<file path="src/rtl/pattern_producer.sv">
// pattern_producer: burst-organised stream source with a valid/ready handshake.
// The data word comes from a generator register g: counter, Galois LFSR,
// walking one or constant. Bursts are BURST_LEN beats long, separated by
// GAP_CYCLES idle cycles.
// Optional feature macro: PATTERN_PRODUCER_LFSR_EN builds the LFSR for mode 1.
// Without it, mode 1 behaves as the counter and LFSR_TAPS is ignored.
module pattern_producer #(
  parameter int unsigned            DATA_WIDTH  = 8,
  parameter logic [DATA_WIDTH-1:0]  START_VALUE = '0,
  parameter logic [DATA_WIDTH-1:0]  STEP        = 1,
  parameter logic [DATA_WIDTH-1:0]  LFSR_TAPS   = 'hB8,
  parameter int unsigned            BURST_LEN   = 16,
  parameter int unsigned            GAP_CYCLES  = 0
) (
  input  logic                  clk,
  input  logic                  reset,
  input  logic                  i_Enable,
  input  logic [1:0]            i_Mode,
  input  logic                  i_Ready,
  output logic [DATA_WIDTH-1:0] o_Output_Data,
  output logic                  o_Data_Valid,
  output logic                  o_Last,
  output logic [15:0]           o_Burst_Count
);

  localparam int unsigned CNT_W = (BURST_LEN > 1) ? $clog2(BURST_LEN) : 1;
  localparam int unsigned GAP_W = (GAP_CYCLES > 1) ? $clog2(GAP_CYCLES) : 1;
  localparam logic [CNT_W-1:0] LAST_IDX = CNT_W'(BURST_LEN - 1);
  localparam logic [GAP_W-1:0] GAP_LAST = GAP_W'((GAP_CYCLES > 0) ? GAP_CYCLES - 1 : 0);

  typedef enum logic [1:0] {
    S_IDLE,
    S_SEND,
    S_GAP
  } state_t;

  state_t                  state_q;
  state_t                  state_d;
  logic [DATA_WIDTH-1:0]   g_q;
  logic [DATA_WIDTH-1:0]   g_step;
  logic [1:0]              mode_q;
  logic [CNT_W-1:0]        beat_q;
  logic [GAP_W-1:0]        gap_q;
  logic [15:0]             burst_q;
  logic                    sending;
  logic                    xfer;
  logic                    last_xfer;
  logic                    gap_done;
  logic                    start_burst;

  // Next generator value for the pattern latched for the current burst
  function automatic logic [DATA_WIDTH-1:0] advance(input logic [DATA_WIDTH-1:0] v,
                                                    input logic [1:0] m);
    logic [DATA_WIDTH-1:0] r;
    case (m)
`ifdef PATTERN_PRODUCER_LFSR_EN
      2'd1:    r = (v >> 1) ^ (v[0] ? LFSR_TAPS : '0);
`else
      2'd1:    r = v + STEP;
`endif
      2'd2:    r = {v[DATA_WIDTH-2:0], v[DATA_WIDTH-1]};
      2'd3:    r = v;
      default: r = v + STEP;
    endcase
    return r;
  endfunction

  // Zero is the LFSR lock-up state and a walking one needs a set bit
  function automatic logic [DATA_WIDTH-1:0] seed(input logic [DATA_WIDTH-1:0] v,
                                                 input logic [1:0] m);
    logic needs_bit;
`ifdef PATTERN_PRODUCER_LFSR_EN
    needs_bit = (m == 2'd2) || (m == 2'd1);
`else
    needs_bit = (m == 2'd2);
`endif
    return (needs_bit && (v == '0)) ? DATA_WIDTH'(1) : v;
  endfunction

  // Handshake and burst-boundary conditions
  always_comb begin
    sending   = (state_q == S_SEND);
    xfer      = sending & i_Ready;
    last_xfer = xfer & (beat_q == LAST_IDX);
    gap_done  = (state_q == S_GAP) && (gap_q == GAP_LAST);
    g_step    = xfer ? advance(g_q, mode_q) : g_q;
  end

  // State register
  always_ff @(posedge clk) begin
    if (reset) state_q <= S_IDLE;
    else       state_q <= state_d;
  end

  // Next-state logic; start_burst marks every edge that enters SEND
  always_comb begin
    state_d     = state_q;
    start_burst = 1'b0;
    case (state_q)
      S_IDLE: begin
        if (i_Enable) begin
          state_d     = S_SEND;
          start_burst = 1'b1;
        end
      end
      S_SEND: begin
        if (last_xfer) begin
          if (GAP_CYCLES > 0) begin
            state_d = S_GAP;
          end else if (i_Enable) begin
            state_d     = S_SEND;
            start_burst = 1'b1;
          end else begin
            state_d = S_IDLE;
          end
        end
      end
      S_GAP: begin
        if (gap_done) begin
          if (i_Enable) begin
            state_d     = S_SEND;
            start_burst = 1'b1;
          end else begin
            state_d = S_IDLE;
          end
        end
      end
      default: state_d = S_IDLE;
    endcase
  end

  // Generator, mode latch, beat/gap counters and burst counter
  always_ff @(posedge clk) begin
    if (reset) begin
      g_q     <= START_VALUE;
      mode_q  <= '0;
      beat_q  <= '0;
      gap_q   <= '0;
      burst_q <= '0;
    end else begin
      // On a back-to-back burst the old mode advances g, then the new mode seeds it
      if (start_burst) begin
        mode_q <= i_Mode;
        g_q    <= seed(g_step, i_Mode);
      end else begin
        g_q    <= g_step;
      end
      if (xfer) beat_q <= (beat_q == LAST_IDX) ? '0 : beat_q + 1'b1;
      if (state_q == S_GAP) gap_q <= gap_q + 1'b1;
      else                  gap_q <= '0;
      if (last_xfer) burst_q <= burst_q + 16'd1;
    end
  end

  // Outputs decoded from registered state
  always_comb begin
    o_Data_Valid  = sending;
    o_Last        = sending & (beat_q == LAST_IDX);
    o_Output_Data = sending ? g_q : '0;
    o_Burst_Count = burst_q;
  end

endmodule

</file>
<file path="config.mk">
export PLATFORM = sky130hd
export DESIGN_NAME = pattern_producer
export DESIGN_NICKNAME = d
export VERILOG_FILES = /design/src/rtl/pattern_producer.sv
export SDC_FILE = /design/constraint.sdc
export NUM_CORES = 1
export LEC_CHECK = 0
export BUFFER_PORTS_ARGS = -buffer_cell sky130_fd_sc_hd__buf_2
export CORE_MARGIN = 2
export CORE_UTILIZATION = 58
export CTS_BUF_LIST = sky130_fd_sc_hd__clkbuf_8
export DETAILED_ROUTE_END_ITERATION = 7
export PLACE_DENSITY = 0.87
export SYNTH_ARGS = -nofsm -noshare
export SYNTH_HDL_FRONTEND = slang
export SYNTH_SLANG_ARGS = --single-unit
</file>
<file path="constraint.sdc">
create_clock -name clk -period 2 [get_ports clk]
set_input_delay 0.5 -clock clk [delete_from_list [all_inputs] [get_ports clk]]
set_output_delay 0.5 -clock clk [all_outputs]
set_load 0.01 [all_outputs]
</file>
# == After elaboration in Yosys (flattened, before gate mapping) ==
# Index checks and enable logic that the tools add are counted.
# op_classes
eq_ne,9
n_addsub,4
bitwise,5
muxes,15
reduce_logical,6
# op_table
cell,count
$mux W8,4
$add A16 B1 Y16 const B,1
$pmux W8 S2,1
$add A8 B1 Y8 const B,1
$eq A2 B2 Y1 const B,4
$logic_not A8 Y1,1
$mux W2,3
$pmux W2 S3,1
$add A4 B1 Y4 const B,1
$eq A4 B4 Y1 const B,1
$mux W1,4
$mux W4,1
$ne A2 B2 Y1 const B,2
$and A1 B1 Y1,3
$pmux W1 S3,1
$reduce_and A3 Y1,1
$eq A2 B1 Y1 const B,1
$logic_and A1 B1 Y1,2
$logic_not A2 Y1,1
$ne A2 B1 Y1 const B,1
$not A1 Y1,2
$reduce_or A2 Y1,1
$add A1 B1 Y1 const B,1
# word_totals
register_bits,33
inputBits,6
word_cells,45
out_inout_bits,26

# == Logic depth before layout (Yosys ltp) ==
# Gate-level depths: netlist of the first run.
# logic_depth
depth_word,7
mapped_depth,8
mapped_depth_nobuf,6

# == Least setup slack after synthesis of the first run ==
# No wires, ideal clock.
# synth_path
kind,input to register
start,input i_Ready
end,register g_q[0]
path_buffers,1
setup_time_ns,0.084
arrival_time_ns,1.635
stages,6
t_required_ns,1.916
setup_slack_ns,0.281
path_cell_list,buf_6 nand2_4 or4_4 a21oi_2 o2111ai_1 o31ai_2
# synth_via
elab_chain_cells,6
word_cells_on_any_way,9
cone_classes,mux (5); bitwise (2); reduce/logical (2)
# synth_lines
item,line_no,source
from (decl),19,"input logic i_Ready,"
$and A1 B1 Y1 *,83,xfer = sending & i_Ready;
$mux W8,86,"g_step = xfer ? advance(g_q, mode_q) : g_q;"
$logic_not A8 Y1,77,return (needs_bit && (v == '0)) ? DATA_WIDTH'(1) : v;
$logic_and A1 B1 Y1,77,
$mux W8,77,
$mux W8 *,142,if (start_burst) begin
to (signal assigned),144,"g_q <= seed(g_step, i_Mode);"
to (signal assigned),146,g_q <= g_step;
to (decl),39,logic [DATA_WIDTH-1:0] g_q;
# Mark *: on every way between the ends. The rest lies on a longest branch, timed or not.
# A chain may end at the register's enable or synchronous reset.

# == Final worst setup path of the first run ==
# layout_path
start,register beat_q[0]
end,output o_Last
# layout_via
elab_chain_cells,2
# layout_lines
item,line_no,source
from (decl),42,logic [CNT_W-1:0] beat_q;
from (signal assigned),148,if (xfer) beat_q <= (beat_q == LAST_IDX) ? '0 : beat_q + 1'b1;
$eq A4 B4 Y1,158,o_Last = sending & (beat_q == LAST_IDX);
$and A1 B1 Y1,158,
to (decl),22,"output logic o_Last,"
# Every way passes these cells.

==> results.sh, run 1 <==
export IMPL_powerDensity_nw_per_um2=595
export IMPL_synth_cells=216
export IMPL_synth_mux_area_share_pct=1.72
export IMPL_fin_ws_ns=0.105
export IMPL_fin_setup_tns_ns=0
export IMPL_synth_edff_count=0
export IMPL_synthXorXnorAreaFrac_pct=7.21
export IMPL_slew_violations=0
export IMPL_clock_fmax_mhz=528
export IMPL_portBuffers=31
export IMPL_drc=0
export IMPL_routedWlPerCell_um=13.0
export IMPL_synth_common_cells="dfxtp_1, nor2_1, nand2_1"
export IMPL_die_x_um=60.1
export IMPL_ys_types=54
export IMPL_vdd_drop_max_v=0.000484
export IMPL_dr_pass1_iters=5
export IMPL_cts_tree="yes"
export IMPL_required_ns=1.50
export IMPL_avgSynthCellArea_um2=8.44
export IMPL_synthAdderAreaFrac_pct=2.06
export IMPL_pre_cts_ws_ns=0.116
export IMPL_synth_compound_area_share_pct=12.6
export IMPL_diodes=0
export IMPL_rsz0062_at_grt="false"
export IMPL_die_h_um=60.1
export IMPL_start_kind="register"
export IMPL_yosysSeqAreaShare_pct=34.0
export IMPL_die_area_um2=3610
export IMPL_synth_area_top_cells="dfxtp_1, nor2_1, xnor2_1, nor4_2, and2_1"
export IMPL_grt_overflow=0
export IMPL_synth_nets=225
export IMPL_vias=1610
export IMPL_max_cap_violations=0
export IMPL_min_period_over_period_pct=94.7
export IMPL_grt_pass1_wl_um=6090
export IMPL_finalClockSkew_ns=0.00300
export IMPL_cts_sinks=31
export IMPL_wl_um=3800
export IMPL_grt_max_degree=24
export IMPL_async_flop_share_pct=0
export IMPL_antenna_left=0
export IMPL_fill_cells=256
export IMPL_gp_congestion=0.858
export IMPL_p_leak_nw=0.849
export IMPL_fin_crit_ns=1.89
export IMPL_worst_pin_slew_ns=0.521
export IMPL_hp_class="primary input to register"
export IMPL_worstPathArrival_ns=1.39
export IMPL_synthSimpleGateAreaFrac_pct=37.1
export IMPL_rows=20
export IMPL_yosysMostFrequentCell="dfxtp_1"
export IMPL_clk_pin_slew_ns=0.06
export IMPL_endpoint_kind="output port"
export IMPL_clock_root_buffer="clkbuf_8"
export IMPL_ios=32
export IMPL_area_growth_pct=14.8
export IMPL_setup_viol=0
export IMPL_outcome="complete, no violations"
export IMPL_core_area_um2=3030
export IMPL_clk_path_buf_depth=2
export IMPL_grt_use_total_pct=22.7
export IMPL_yosysTopAreaCell="dfxtp_1"
export IMPL_finalHoldViolCount=0
export IMPL_htreeDepth=2
export IMPL_cp_max_fo=4
export IMPL_syn_area_um2=1820
export IMPL_cts_buffers=5
export IMPL_ys_warn_count=0
export IMPL_layout_drive_gt1_share_pct=25.5
export IMPL_start_util_pct=60.2
export IMPL_grt_pass1_vias=1355
export IMPL_maxSlewHeadroom_pct=65.2
export IMPL_antenna_found_initial=0
export IMPL_nets=256
export IMPL_ys_ff_latch=31
export IMPL_post_cts_setup_buffers=0
export IMPL_crit_type="register to output port"
export IMPL_dp_hpwl_um=2780
export IMPL_synth_top_cell_area_share_pct=34.0
export IMPL_synth_top_family_by_area="simple AND/OR/NAND/NOR gates"
export IMPL_via_per_inst=5.53
export IMPL_dr_first_iter_drc_count=86
export IMPL_synth_main_ff_cell="dfxtp_1"
export IMPL_clock_latency_ns=0.28
export IMPL_ctsHoldBuffers=0
==> per-layer routing <==
metal | track usage (%) | wire, µm | up-vias
li1 | - | - | 828
met1 | 32.0 | 1850 | 737
met2 | 33.5 | 1720 | 41
met3 | 7.14 | 187 | 4
met4 | 5.71 | 40 | 0
met5 | 0 | 0 | -
==> logic make-up (layout without fill, tap and decap cells) <==
family | Yosys count | after routing
simple gates | 113 | 113
flops | 31 | 31
mux | 3 | 3
buf+inv | 17 | 48
xor+xnor | 15 | 15
compound gates | 34 | 34
fa+ha+maj | 3 | 3
==> area by class of cell <==
cell class	count	area, µm²	area share, %
inverters	3	11.3	0.538
clock inverters	1	5.00	0.239
well taps	44	55.1	2.63
flip-flops and latches	31	621	29.6
repair buffers	38	208	9.92
multi-input cells	168	1110	53.1
clock buffers	6	82.6	3.95
==> sequential cells by signal, indices dropped and copies added (netlist names) <==
name           count
beat_q             4
o_Burst_Count     16
state_q            1
g_q                8
mode_q             2
==> cells in the final DEF, fill, tap and decap left out, types with 4 or more instances in the layout <==
cell and count:
and2_1 9, buf_2 31, nor2_1 30, nand2_1 15, o21ai_0 7, nor4_2 5, nor3_1 7, clkbuf_8 6
xnor2_1 12, dfxtp_1 31, and3_1 4, nand4_1 5, buf_4 7, nand3_1 10, nand2b_1 5, a21oi_1 9
==> stage by stage <==
stage | area [µm²] | power [mW] | hold WS, ns | util (%) | instances
floorplan | 1820 | 0.737 | 0.454 | - | 216
global placement | 2000 | 0.763 | 0.463 | 66.1 | 284
detailed placement | 2000 | 0.765 | 0.497 | 66.1 | 284
CTS | 2090 | 1.26 | 0.446 | 69.0 | 291
global route | 2090 | 1.30 | 0.469 | 69.1 | 291
finish | 2090 | 1.25 | 0.449 | 69.1 | 291
==> timing repair <==
item                                    4_1_cts  5_1_grt
endpoints found under the hold margin         0        0
endpoints found under the setup margin        0        1
gates resized for setup                       0        2
==> worst max-delay path, cell delays in order (launching register included) <==
cell     delay [ns]
dfxtp_1        0.38
ha_1           0.21
and3_4         0.23
and2_1         0.15
buf_2          0.13
==> power breakdown <==
part	switching [mW]	total (mW)	internal [mW]
logic	0.0533	0.101	0.0476
clock network	0.225	0.494	0.269
registers	0.0238	0.651	0.627
==> worst paths after layout <==
check                         startpoint                      end  slack (ns)  cells after the start
setup reg to reg       g_q[0]$_SDFF_PP0_        g_q[0]$_SDFF_PP0_        0.15                      6
setup / recovery  beat_q[0]$_SDFFE_PP0N_                   o_Last        0.11                      4
hold reg to reg   beat_q[1]$_SDFFE_PP0N_   beat_q[1]$_SDFFE_PP0N_        0.50                      2
hold / removal                  i_Enable  state_q[0]$_SDFFE_PP0P_        0.45                      3
(Power assumes the default switching activity.)
==> run 2: changes to the inputs <==
--- a/config.mk
+++ b/config.mk
@@ -13,2 +13,3 @@
 export PLACE_DENSITY = 0.87
+export REMOVE_ABC_BUFFERS = 1
 export SYNTH_ARGS = -nofsm -noshare
--- a/constraint.sdc
+++ b/constraint.sdc
@@ -3,2 +3,2 @@
 set_output_delay 0.5 -clock clk [all_outputs]
-set_load 0.01 [all_outputs]
+set_load 0.05 [all_outputs]
==> run 2 against run 1 <==
Against the previous run: routed wire length increased by 3.0%; critical path depth is the same; sequential cell count unchanged; core utilization rose by 1.2 points; first-iteration DRC count rose by 3.5%; fmax is 0.28% lower; final cell count grew 0.34%.
==> results.sh, run 2 (synthesized netlist as in run 1, its figures left out) <==
export IMPL_fin_crit_ns=1.90
export IMPL_maxSlewHeadroom_pct=62.1
export IMPL_dp_hpwl_um=2770
export IMPL_reg2reg_from="g_q[1]$_SDFF_PP0_"
export IMPL_area_growth_pct=16.9
export IMPL_clk_pin_slew_ns=0.06
export IMPL_timing_rr_end="g_q[0]$_SDFF_PP0_"
export IMPL_required_ns=1.50
export IMPL_worst_pin_slew_ns=0.567
export IMPL_vdd_drop_max_v=0.000620
export IMPL_whs_path_depth=3
export IMPL_rsz0062_at_grt="false"
export IMPL_portBuffers=31
export IMPL_slew_violations=0
export IMPL_core_area_um2=3030
export IMPL_gp_congestion=0.867
export IMPL_mostFrequentLayoutCells="nor2_1, buf_2, dfxtp_1"
export IMPL_antenna_found_initial=0
export IMPL_seq_power_share_pct=46.6
export IMPL_diodes=0
export IMPL_fin_cells=292
export IMPL_holdPathEnd="state_q[0]$_SDFFE_PP0P_"
export IMPL_cts_tree="yes"
export IMPL_clock_root_buffer="clkbuf_8"
export IMPL_htreeDepth=2
export IMPL_p_total_mw=1.40
export IMPL_hp_class="primary input to register"
export IMPL_grt_overflow=0
export IMPL_grt_pass1_vias=1427
export IMPL_cts_buffers=5
export IMPL_intPower_mw=1.08
export IMPL_clock_latency_ns=0.29
export IMPL_hold_start="i_Enable"
export IMPL_ios=32
export IMPL_dr_first_iter_drc_count=89
export IMPL_ctsHoldBuffers=0
export IMPL_via_per_inst=5.68
export IMPL_min_period_over_period_pct=95.0
export IMPL_clk_path_buf_depth=2
export IMPL_reg2regPathDepth=6
export IMPL_vias=1659
export IMPL_largest_reg_flops=16
export IMPL_placedCellCount=284
export IMPL_wl_um=3910
export IMPL_r2r_setup_slack_ns=0.18
export IMPL_p_leak_nw=0.860
export IMPL_cp_max_fo=4
export IMPL_grt_max_degree=18
export IMPL_routedWlPerCell_um=13.4
export IMPL_switchingPower_mw=0.317
export IMPL_clock_fmax_mhz=526
export IMPL_antenna_left=0
export IMPL_combPwrFrac_pct=8.2
export IMPL_grt_pass1_wl_um=6510
export IMPL_nets=256
export IMPL_max_cap_violations=0
export IMPL_finalClockSkew_ns=0.00530
export IMPL_layout_drive_gt1_share_pct=27.0
export IMPL_start_util_pct=60.2
export IMPL_powerDensity_nw_per_um2=656
export IMPL_die_x_um=60.1
export IMPL_finalHoldViolCount=0
export IMPL_die_h_um=60.1
export IMPL_rows=20
export IMPL_clockPowerShare_pct=45.2
export IMPL_start_kind="register"
export IMPL_drc=0
export IMPL_switching_share_pct=22.7
export IMPL_endpoint_kind="output port"
export IMPL_grt_use_total_pct=24.4
export IMPL_cts_sinks=31
export IMPL_die_area_um2=3610
export IMPL_outcome="complete, no violations"
export IMPL_dr_pass1_iters=4
export IMPL_crit_type="register to output port"
export IMPL_setup_viol=0
export IMPL_worstPathArrival_ns=1.40
run 2: cell type report:
class / instances / area (µm²)
clock buffer: 6 / 82.6
clock inverter: 2 / 35.0
fill: 236 / 897
inverter: 3 / 11.3
multi-input combinational: 168 / 1110
sequential: 31 / 623
tap: 44 / 55.1
timing repair buffer: 38 / 210
run 2: worst max-delay path, stage by stage, from the launching register on:
cell and delay (ns):
dfxtp_1 0.35, ha_2 0.20, and3_4 0.23, and2_1 0.15, buf_4 0.20
run 2: timing repair:
item / 4_1_cts / 5_1_grt
resized for setup: 2 / 4
setup endpoints to repair: 1 / 7
buffers inserted: 0 / 0
cloned: 0 / 0
pin swaps: 0 / 0
run 2: power groups by stage:
stage          logic, mW  clock network, mW  registers (mW)
6_report           0.115              0.631           0.651
5_1_grt            0.127              0.666           0.654
4_1_cts            0.114              0.644           0.650
3_5_place_dp       0.114                  0           0.664
3_3_place_gp       0.111                  0           0.663
2_1_floorplan     0.0611                  0           0.666
run 2: how the worst max path moves through the flow:
stage                                  startpoint                             to  slack, ns  cells after the start
after CTS                 state_q[0]$_SDFFE_PP0P_               o_Output_Data[5]      0.002                      3
after global placement                    i_Ready  o_Burst_Count[9]$_SDFFE_PP0P_       0.13                      6
after detailed placement                  i_Ready  o_Burst_Count[9]$_SDFFE_PP0P_       0.09                      6
final                      beat_q[1]$_SDFFE_PP0N_                         o_Last       0.10                      4
after global routing            g_q[1]$_SDFF_PP0_              g_q[0]$_SDFF_PP0_       0.02                      6
after floorplan           state_q[0]$_SDFFE_PP0P_              g_q[0]$_SDFF_PP0_      -0.17                      5
run 2: through the flow:
step	area (µm²)	setup TNS [ns]	utilization (%)	hold WS, ns	setup WS [ns]
after floorplan	1740	-0.630	-	0.448	-0.173
after global placement	2000	0	66.1	0.467	0.132
after detailed placement	2000	0	66.1	0.472	0.0913
after CTS	2120	0	70.1	0.437	0.00234
after global routing	2130	0	70.4	0.457	0.0166
final	2130	0	70.4	0.436	0.100
run 2: routing by layer:
metal / up-vias / global-route usage (%) / wire length [µm]
met5: - / 0 / 0
met4: 0 / 11.7 / 89
met3: 9 / 6.71 / 192
met2: 49 / 37.3 / 1850
met1: 770 / 31.4 / 1770
li1: 831 / - / -
==> run 3: changes to the inputs <==
- RECOVER_POWER: not set -> 25
==> run 3 against run 2 <==
Against the previous run: clock power about the same; die area unchanged; register-to-register slack about the same; sequential share of layout area up 0.10 points; critical path depth unchanged; count of clock-buffer cells in the layout unchanged; core utilization down 0.25 points; non-clock buffer count unchanged; cell area down 0.35%; worst setup slack worse by 0.00085 ns; first-iteration DRC count unchanged.
==> results.sh, run 3 (synthesized netlist as in run 1, its figures left out) <==
export IMPL_grt_overflow=0
export IMPL_die_h_um=60.1
export IMPL_fin_ws_ns=0.0992
export IMPL_layout_commonest_cell="nor2_1"
export IMPL_dpl_cell_area_um2=2000
export IMPL_maxSlewHeadroom_pct=58.0
export IMPL_clk_pin_slew_ns=0.06
export IMPL_crit_type="register to output port"
export IMPL_grt_pass1_wl_um=6510
export IMPL_mostFrequentLayoutCells="nor2_1, dfxtp_1, buf_2"
export IMPL_start_util_pct=60.2
export IMPL_dr_pass1_iters=4
export IMPL_clock_fmax_mhz=526
export IMPL_fin_cells=292
export IMPL_outcome="complete, no violations"
export IMPL_clock_latency_ns=0.29
export IMPL_fill_cells=238
export IMPL_finalHoldViolCount=0
export IMPL_cts_tree="yes"
export IMPL_dp_hpwl_um=2770
export IMPL_p_total_mw=1.40
export IMPL_dr_first_iter_drc_count=89
export IMPL_post_cts_setup_buffers=0
export IMPL_worstPathArrival_ns=1.40
export IMPL_antenna_found_initial=0
export IMPL_htreeDepth=2
export IMPL_gp_congestion=0.867
export IMPL_core_area_um2=3030
export IMPL_via_per_inst=5.71
export IMPL_fin_setup_tns_ns=0
export IMPL_cts_sinks=31
export IMPL_required_ns=1.50
export IMPL_fin_hold_ws_ns=0.436
export IMPL_cts_buffers=5
export IMPL_setup_viol=0
export IMPL_grt_max_degree=18
export IMPL_utilization_pct=70.1
export IMPL_pre_cts_ws_ns=0.0913
export IMPL_grt_pass1_vias=1427
export IMPL_final_area_um2=2120
export IMPL_p_leak_nw=0.845
export IMPL_clock_root_buffer="clkbuf_8"
export IMPL_nets=256
export IMPL_die_area_um2=3610
export IMPL_routedWlPerCell_um=13.4
export IMPL_fin_crit_ns=1.90
export IMPL_worst_pin_slew_ns=0.633
export IMPL_wl_um=3920
export IMPL_vdd_drop_max_v=0.000621
export IMPL_grt_use_total_pct=24.4
export IMPL_rsz0062_at_grt="false"
export IMPL_diodes=0
export IMPL_largest_reg_flops=16
export IMPL_clk_path_buf_depth=2
export IMPL_antenna_left=0
export IMPL_finalClockSkew_ns=0.00615
export IMPL_portBuffers=31
export IMPL_max_cap_violations=0
export IMPL_placedCellCount=284
export IMPL_powerDensity_nw_per_um2=658
export IMPL_endpoint_kind="output port"
export IMPL_die_x_um=60.1
export IMPL_drc=0
export IMPL_layout_drive_gt1_share_pct=25.0
export IMPL_hp_class="primary input to register"
export IMPL_rows=20
export IMPL_vias=1668
export IMPL_slew_violations=0
export IMPL_start_kind="register"
export IMPL_area_growth_pct=16.5
export IMPL_ios=32
export IMPL_cp_max_fo=4
export IMPL_min_period_over_period_pct=95.0
run 3: cell types whose count changed in the layout (fill, tap and decap cells not counted), sizes merged:
cell | previous run | this run
buf | 38 | 34
clkbuf | 6 | 10
run 3: area by class of cell:
cell class / instances / area, µm² / share of cell area, %
Clock buffer: 6 / 82.6 / 3.89
Timing Repair Buffer: 38 / 205 / 9.66
Clock inverter: 2 / 35.0 / 1.65
Tap cell: 44 / 55.1 / 2.59
Sequential cell: 31 / 623 / 29.3
Multi-Input combinational cell: 168 / 1110 / 52.3
Inverter: 3 / 11.3 / 0.530
run 3: path summary, 6_finish.rpt:
check / startpoint / end / slack [ns] / cells past startpoint
max reg2reg: g_q[1]$_SDFF_PP0_ / g_q[0]$_SDFF_PP0_ / 0.18 / 6
min reg2reg: beat_q[1]$_SDFFE_PP0N_ / beat_q[1]$_SDFFE_PP0N_ / 0.48 / 2
max: beat_q[0]$_SDFFE_PP0N_ / o_Last / 0.1 / 4
min: i_Enable / state_q[0]$_SDFFE_PP0P_ / 0.44 / 3
run 3: routing by layer:
layer / routed length (µm) / vias to the layer above / share of wire [%] / GRT usage [%]
met5: 0 / - / 0 / 0
met4: 107 / 0 / 2.7 / 11.7
met3: 177 / 12 / 4.5 / 6.71
met2: 1850 / 56 / 47 / 37.3
met1: 1790 / 768 / 46 / 31.4
li1: - / 832 / - / -
run 3: worst max-delay path, stage by stage (launching register included):
cell and delay (ns):
dfxtp_2 0.33, ha_1 0.22, and3_4 0.21, and2_1 0.17
buf_4 0.19
run 3: repair_timing:
action	CTS	global route
endpoints found under the setup margin	1	7
gates resized for setup	2	4
hold buffers	0	0
run 3: where the power goes:
| group | internal, mW | leakage, nW | switching, mW |
|---|---|---|---|
| sequential | 0.628 | 0.251 | 0.0236 |
| clock | 0.403 | 0.0612 | 0.230 |
| combinational | 0.0497 | 0.533 | 0.0649 |
